==> src/rtl/asrv32_pipeline_ctrl_pkg.sv <==
// Shared encodings for the ASRV32 pipeline controller: FSM states, stage indices
// (so per-stage stall/flush strobes can later be collected into a bus) and counter widths.
package asrv32_pipeline_ctrl_pkg;

  typedef enum logic [1:0] {
    PCTRL_RUN      = 2'd0,
    PCTRL_MEM_WAIT = 2'd1,
    PCTRL_DRAIN    = 2'd2
  } pctrl_state_e;

  localparam int STG_IF  = 0;
  localparam int STG_ID  = 1;
  localparam int STG_EX  = 2;
  localparam int STG_MEM = 3;
  localparam int STG_WB  = 4;

  // Sized for the largest legal P_MEM_TIMEOUT (255) and P_TRAP_DRAIN (15).
  localparam int TMO_CNT_W   = 8;
  localparam int DRAIN_CNT_W = 4;

endpackage

==> src/rtl/asrv32_hazard_detect.sv <==
// Load-use comparator between the load in EX and the instruction in ID.
// Purely combinational, zero latency; x0 is never a real dependency.
module asrv32_hazard_detect (
  input  logic       i_valid_id,
  input  logic [4:0] i_rs1_addr_id,
  input  logic [4:0] i_rs2_addr_id,
  input  logic       i_valid_ex,
  input  logic       i_load_ex,
  input  logic [4:0] i_rd_addr_ex,
  output logic       o_load_use
);

  logic rd_nonzero;
  logic rs_match;

  assign rd_nonzero = (i_rd_addr_ex != 5'd0);
  assign rs_match   = (i_rd_addr_ex == i_rs1_addr_id) | (i_rd_addr_ex == i_rs2_addr_id);
  assign o_load_use = i_valid_ex & i_load_ex & i_valid_id & rd_nonzero & rs_match;

endmodule

==> src/rtl/asrv32_pipeline_ctrl.sv <==
// Central hazard/sequencing controller: per-stage stall/flush strobes are combinational
// from registered state plus current inputs; state, counters and the timeout pulse are registered.
module asrv32_pipeline_ctrl
  import asrv32_pipeline_ctrl_pkg::*;
#(
  parameter int P_TRAP_DRAIN  = 2,
  parameter int P_MEM_TIMEOUT = 64,
  parameter int P_CNT_WIDTH   = 32
) (
  input  logic                   i_clk,
  input  logic                   i_rst,
  input  logic                   i_valid_id,
  input  logic [4:0]             i_rs1_addr_id,
  input  logic [4:0]             i_rs2_addr_id,
  input  logic                   i_valid_ex,
  input  logic                   i_load_ex,
  input  logic [4:0]             i_rd_addr_ex,
  input  logic                   i_redirect_ex,
  input  logic                   i_trap_wb,
  input  logic                   i_mret_wb,
  input  logic                   i_mem_busy,
  output logic                   o_stall_if,
  output logic                   o_stall_id,
  output logic                   o_stall_ex,
  output logic                   o_stall_mem,
  output logic                   o_flush_id,
  output logic                   o_flush_ex,
  output logic                   o_flush_mem,
  output logic                   o_mem_timeout,
  output logic [1:0]             o_state,
  output logic [P_CNT_WIDTH-1:0] o_stall_cycles
);

  localparam logic [TMO_CNT_W-1:0]   TMO_LAST   = TMO_CNT_W'(P_MEM_TIMEOUT - 1);
  localparam logic [DRAIN_CNT_W-1:0] DRAIN_LOAD = DRAIN_CNT_W'(P_TRAP_DRAIN - 1);
  localparam logic [P_CNT_WIDTH-1:0] CNT_ONE    = {{(P_CNT_WIDTH-1){1'b0}}, 1'b1};

  pctrl_state_e               state_q;
  logic [TMO_CNT_W-1:0]       tmo_cnt_q;
  logic [DRAIN_CNT_W-1:0]     drain_cnt_q;
  logic                       mem_timeout_q;
  logic [P_CNT_WIDTH-1:0]     stall_cycles_q;

  logic load_use;
  logic trap_evt;
  logic in_drain;
  logic tmo_hit;

  asrv32_hazard_detect u_hazard_detect (
    .i_valid_id    (i_valid_id),
    .i_rs1_addr_id (i_rs1_addr_id),
    .i_rs2_addr_id (i_rs2_addr_id),
    .i_valid_ex    (i_valid_ex),
    .i_load_ex     (i_load_ex),
    .i_rd_addr_ex  (i_rd_addr_ex),
    .o_load_use    (load_use)
  );

  assign trap_evt = i_trap_wb | i_mret_wb;
  assign in_drain = (state_q == PCTRL_DRAIN);
  // Busy still high on the last allowed wait cycle: abandon the access this cycle.
  assign tmo_hit  = (state_q == PCTRL_MEM_WAIT) & i_mem_busy & (tmo_cnt_q == TMO_LAST);

  always_comb begin
    o_stall_if  = 1'b0;
    o_stall_id  = 1'b0;
    o_stall_ex  = 1'b0;
    o_stall_mem = 1'b0;
    o_flush_id  = 1'b0;
    o_flush_ex  = 1'b0;
    o_flush_mem = 1'b0;
    if (i_rst) begin
      o_flush_id  = 1'b1;
      o_flush_ex  = 1'b1;
      o_flush_mem = 1'b1;
    end else if (trap_evt) begin
      o_flush_id  = 1'b1;
      o_flush_ex  = 1'b1;
      o_flush_mem = 1'b1;
    end else if (in_drain) begin
      o_flush_id  = 1'b1;
    end else if (i_mem_busy) begin
      o_stall_if  = 1'b1;
      o_stall_id  = 1'b1;
      if (tmo_hit) begin
        o_flush_ex  = 1'b1;
        o_flush_mem = 1'b1;
      end else begin
        o_stall_ex  = 1'b1;
        o_stall_mem = 1'b1;
      end
    end else if (i_redirect_ex) begin
      // A colliding load-use is moot: the dependent instruction is being flushed.
      o_flush_id  = 1'b1;
      o_flush_ex  = 1'b1;
    end else if (load_use) begin
      o_stall_if  = 1'b1;
      o_stall_id  = 1'b1;
      o_flush_ex  = 1'b1;
    end
  end

  always_ff @(posedge i_clk) begin
    if (i_rst) begin
      state_q        <= PCTRL_RUN;
      tmo_cnt_q      <= '0;
      drain_cnt_q    <= '0;
      mem_timeout_q  <= 1'b0;
      stall_cycles_q <= '0;
    end else begin
      mem_timeout_q <= 1'b0;
      if (o_stall_if) begin
        stall_cycles_q <= stall_cycles_q + CNT_ONE;
      end
      if (trap_evt) begin
        state_q     <= PCTRL_DRAIN;
        drain_cnt_q <= DRAIN_LOAD;
        tmo_cnt_q   <= '0;
      end else begin
        case (state_q)
          PCTRL_DRAIN: begin
            if (drain_cnt_q == '0) begin
              state_q <= PCTRL_RUN;
            end else begin
              drain_cnt_q <= drain_cnt_q - 1'b1;
            end
          end
          PCTRL_MEM_WAIT: begin
            if (!i_mem_busy) begin
              state_q   <= PCTRL_RUN;
              tmo_cnt_q <= '0;
            end else if (tmo_hit) begin
              state_q       <= PCTRL_DRAIN;
              drain_cnt_q   <= DRAIN_LOAD;
              tmo_cnt_q     <= '0;
              mem_timeout_q <= 1'b1;
            end else begin
              tmo_cnt_q <= tmo_cnt_q + 1'b1;
            end
          end
          default: begin
            // The counter tracks consecutive busy cycles, so the entry cycle counts as one.
            if (i_mem_busy) begin
              state_q   <= PCTRL_MEM_WAIT;
              tmo_cnt_q <= TMO_CNT_W'(1);
            end
          end
        endcase
      end
    end
  end

  assign o_mem_timeout  = mem_timeout_q & ~i_rst;
  assign o_state        = state_q;
  assign o_stall_cycles = stall_cycles_q;

endmodule

==> config.mk <==
export PLATFORM = sky130hd
export DESIGN_NAME = asrv32_pipeline_ctrl
export DESIGN_NICKNAME = d
export VERILOG_FILES = /design/src/rtl/asrv32_pipeline_ctrl_pkg.sv /design/src/rtl/asrv32_hazard_detect.sv /design/src/rtl/asrv32_pipeline_ctrl.sv
export SDC_FILE = /design/constraint.sdc
export NUM_CORES = 1
export LEC_CHECK = 0
export ABC_AREA = 1
export CORE_MARGIN = 5
export CORE_UTILIZATION = 30
export CTS_CLUSTER_DIAMETER = 150
export DETAILED_ROUTE_END_ITERATION = 12
export PLACE_DENSITY = 0.51
export SYNTH_ARGS = -nofsm -noshare
export SYNTH_HDL_FRONTEND = slang
export SYNTH_SLANG_ARGS = --single-unit
==> constraint.sdc <==
create_clock -name i_clk -period 1.8 [get_ports i_clk]
set_clock_uncertainty 0.1 [all_clocks]
set_input_delay 0.36 -clock i_clk [delete_from_list [all_inputs] [get_ports i_clk]]
set_output_delay 0.36 -clock i_clk [all_outputs]
set_load 0.01 [all_outputs]
==> results.json <==
{
  "outcome": "finished with violations",
  "violations": "setup timing",
  "pin_count": 66,
  "p_sw_share_pct": 26.4,
  "clk_pin_slew_worst_paths_ns": 0.10,
  "worstSetupPathType": "register to primary output",
  "diodes": 0,
  "start_util_pct": 30.8,
  "nNetsFinal": 701,
  "drtIter0Drc": 193,
  "synth_area_leaders": "dfxtp_1 (29%), nand2_1 (21%), nor2_1 (9.3%)",
  "synth_commonest_cells": "nand2_1 (176), nor2_1 (79), dfxtp_1 (47)",
  "yosysWarningCount": 0,
  "final_antenna_net_count": 0,
  "h-tree-depth": 2,
  "vdd_drop_max_mv": 0.351,
  "avgRoutedWirePerCell_um": 14.4,
  "syn_area_per_cell_um2": 6.10,
  "drt_first_pass_iters": 4,
  "switchingPower_mw": 0.647,
  "layout_setup_ws_ns": -0.412,
  "power.leakage_nw": 2.26,
  "synth_adder_area_share_pct": 2.35,
  "synth_top_family_by_area": "simple AND/OR/NAND/NOR gates",
  "dieWidth_um": 113,
  "startpoint_type": "register",
  "cts_tree": "yes",
  "period_minus_slack_ns": 2.21,
  "yosys.area_share.simple_pct": 44.8,
  "hold_class": "register to register",
  "stdcell_count": 808,
  "wl_um": 11600,
  "fin_crit_sh_pct": 123,
  "synth_top_flop_cell": "dfxtp_1",
  "synth_cell_types": 32,
  "fmax_ghz": 0.452,
  "port_buffers": 65,
  "power_frac_seq_pct": 42.9,
  "grt_pass1_vias": 3638,
  "area_growth_pct": 71.8,
  "ys_seq_area_share_pct": 29.4,
  "core_area_um2": 10400,
  "grt_overflow": 0,
  "drc": 0,
  "cp.arrival_ns": 1.75,
  "synth_edf_count": 0,
  "synth.most_common_cell": "nand2_1",
  "cp_slowest_cell": "dfxtp_2",
  "hold_viol": 0,
  "netlist_area_um2": 3200,
  "vias_per_cell": 4.82,
  "synth_top_area_share_pct": 29.4,
  "post-route-cell-area_um2": 5490,
  "clk-insertion-delay-late_ns": 0.31,
  "die_y_um": 113,
  "cts-buffers-inserted": 5,
  "track_usage_pct": 16.2,
  "maxCapViolCount": 0,
  "dp_hpwl_um": 7910,
  "report.power.total_mw": 2.45,
  "synth_nets": 554,
  "cts-root-buf": "clkbuf_8",
  "maxSlewViolCount": 0,
  "critPathCaptureType": "primary output",
  "pwr-share-comb_pct": 17.9,
  "die-area_um2": 12800,
  "multi_input_area_um2": 2560,
  "grt_pass1_wl_um": 17200,
  "gp_congestion": 0.866,
  "clockBufferDepth": 2,
  "async_flop_share_pct": 0,
  "grt_max_degree": 34,
  "worst_pin_slew_ns": 0.342,
  "path_max_fanout": 2,
  "cp.required_ns": 1.34,
  "maxSlewHeadroom_pct": 77.2,
  "fin_tns_setup_ns": -1.96,
  "synth_xor_area_share_pct": 5.48,
  "dp_cells": 776,
  "synth-compound-area-share_pct": 8.57,
  "finish.utilization_pct": 53.0,
  "seq_area_um2": 976,
  "powerDensity_nw_per_um2": 446,
  "synth_top_cell_by_area": "dfxtp_1",
  "clock_sinks": 47,
  "ys_ff_latch": 47,
  "drive_gt1_share_pct": 38.1,
  "antenna_found_initial": 0,
  "grt_setup_unrepaired": "yes",
  "muxShareOfSynthArea_pct": 0,
  "p_int_mw": 1.80,
  "p_clk_share_pct": 39.2,
  "synth_cells": 524,
  "worstPathCellList": "ha_4, nand2_4, nor2_4, inv_2, nor3_4, nand4_1, o21ai_2, a21o_1, buf_2",
  "reg2reg_slack_ns": -0.07,
  "rows": 37,
  "cpPeakStageDelay_ns": 0.37,
  "n_fill_cell": 1053,
  "setup_viol": 24,
  "dpl-instance-area_um2": 4420,
  "vias": 3891
}
==> metal layers <==
metal	GRT usage, %	vias up	share of wire (%)
met4	4.49	0	2.6
li1	-	1958	-
met2	29.2	93	51
met5	0	-	0
met3	2.62	25	4.3
met1	19.9	1815	42
==> per-stage QoR <==
step,hold WS [ns],setup slack [ns]
after floorplan,0.341,-0.0950
after global placement,0.361,-0.818
after detailed placement,0.363,-0.884
after CTS,0.380,-0.540
after global routing,0.411,-0.551
final,0.377,-0.412
==> cell usage in the layout (no fill, tap or decap), drive strengths merged, types with 2 or more instances in the layout <==
cell type | Yosys | routed
a21oi | 40 | 40
buf | 13 | 96
bufinv | 0 | 2
clkbuf | 3 | 12
clkdlybuf4s15 | 0 | 5
clkdlybuf4s50 | 0 | 21
dfxtp | 47 | 47
dlygate4sd2 | 0 | 19
dlymetal6s2s | 0 | 8
ha | 6 | 6
inv | 47 | 47
nand2 | 177 | 177
nand3 | 47 | 47
nand3b | 14 | 14
nand4 | 6 | 6
nor2 | 84 | 84
nor3 | 5 | 5
o21ai | 8 | 8
xnor2 | 6 | 6
xor2 | 14 | 14
==> worst max-delay path: cells and delay by family, from the launching register on <==
family / cells / cell delay (ns)
simple gates: 4 / 0.45
fa+ha+maj: 1 / 0.16
compound gates: 2 / 0.29
buf+inv: 2 / 0.18
flops: 1 / 0.37
==> sequential cells by signal, indices dropped and copies added (netlist names) <==
signal	flops
o_state	2
tmo_cnt_q	8
mem_timeout_q	1
o_stall_cycles	32
drain_cnt_q	4
==> final cells by class <==
| class | instances | share of cell area [%] |
|---|---|---|
| Clock inverter | 3 | 1.23 |
| Tap cell | 136 | 3.10 |
| Clock buffer | 5 | 1.25 |
| Inverter | 48 | 3.51 |
| Timing Repair Buffer | 156 | 26.6 |
| Sequential cell | 47 | 17.8 |
| Multi-Input combinational cell | 413 | 46.5 |
==> worst paths after layout <==
path | start | endpoint | cells after the start
hold reg to reg | drain_cnt_q[3]$_SDFFE_PP0P_ | drain_cnt_q[3]$_SDFFE_PP0P_ | 2
setup / recovery | tmo_cnt_q[1]$_SDFFE_PP0P_ | o_flush_ex | 9
setup reg to reg | o_state[0]$_SDFFE_PP0P_ | o_stall_cycles[11]$_SDFFE_PP0P_ | 11
hold / removal | drain_cnt_q[3]$_SDFFE_PP0P_ | drain_cnt_q[3]$_SDFFE_PP0P_ | 2
==> power groups by stage <==
stage,Clock (mW),Combinational [mW],Sequential (mW)
after floorplan,0,0.149,1.08
after global placement,0,0.312,1.07
after detailed placement,0,0.315,1.08
after CTS,0.987,0.355,1.05
after global routing,1.03,0.469,1.05
final,0.959,0.439,1.05
==> logic make-up after synthesis <==
group | count (synthesis)
adder cells (fa/ha/maj) | 6
AO/OA/AOI/OAI | 52
AND/OR/NAND/NOR | 335
XOR/XNOR | 20
flip-flops | 47
buffers and inverters | 64
==> what timing repair did <==
item                       4_1_cts  5_1_grt
setup endpoints to repair       79       65
gates cloned                     0        4
hold buffers                     0        0
setup buffers                   16       11
gates resized for setup        141      134
pin swaps                       32       60
No activity file was read; power rests on OpenSTA's default activity.
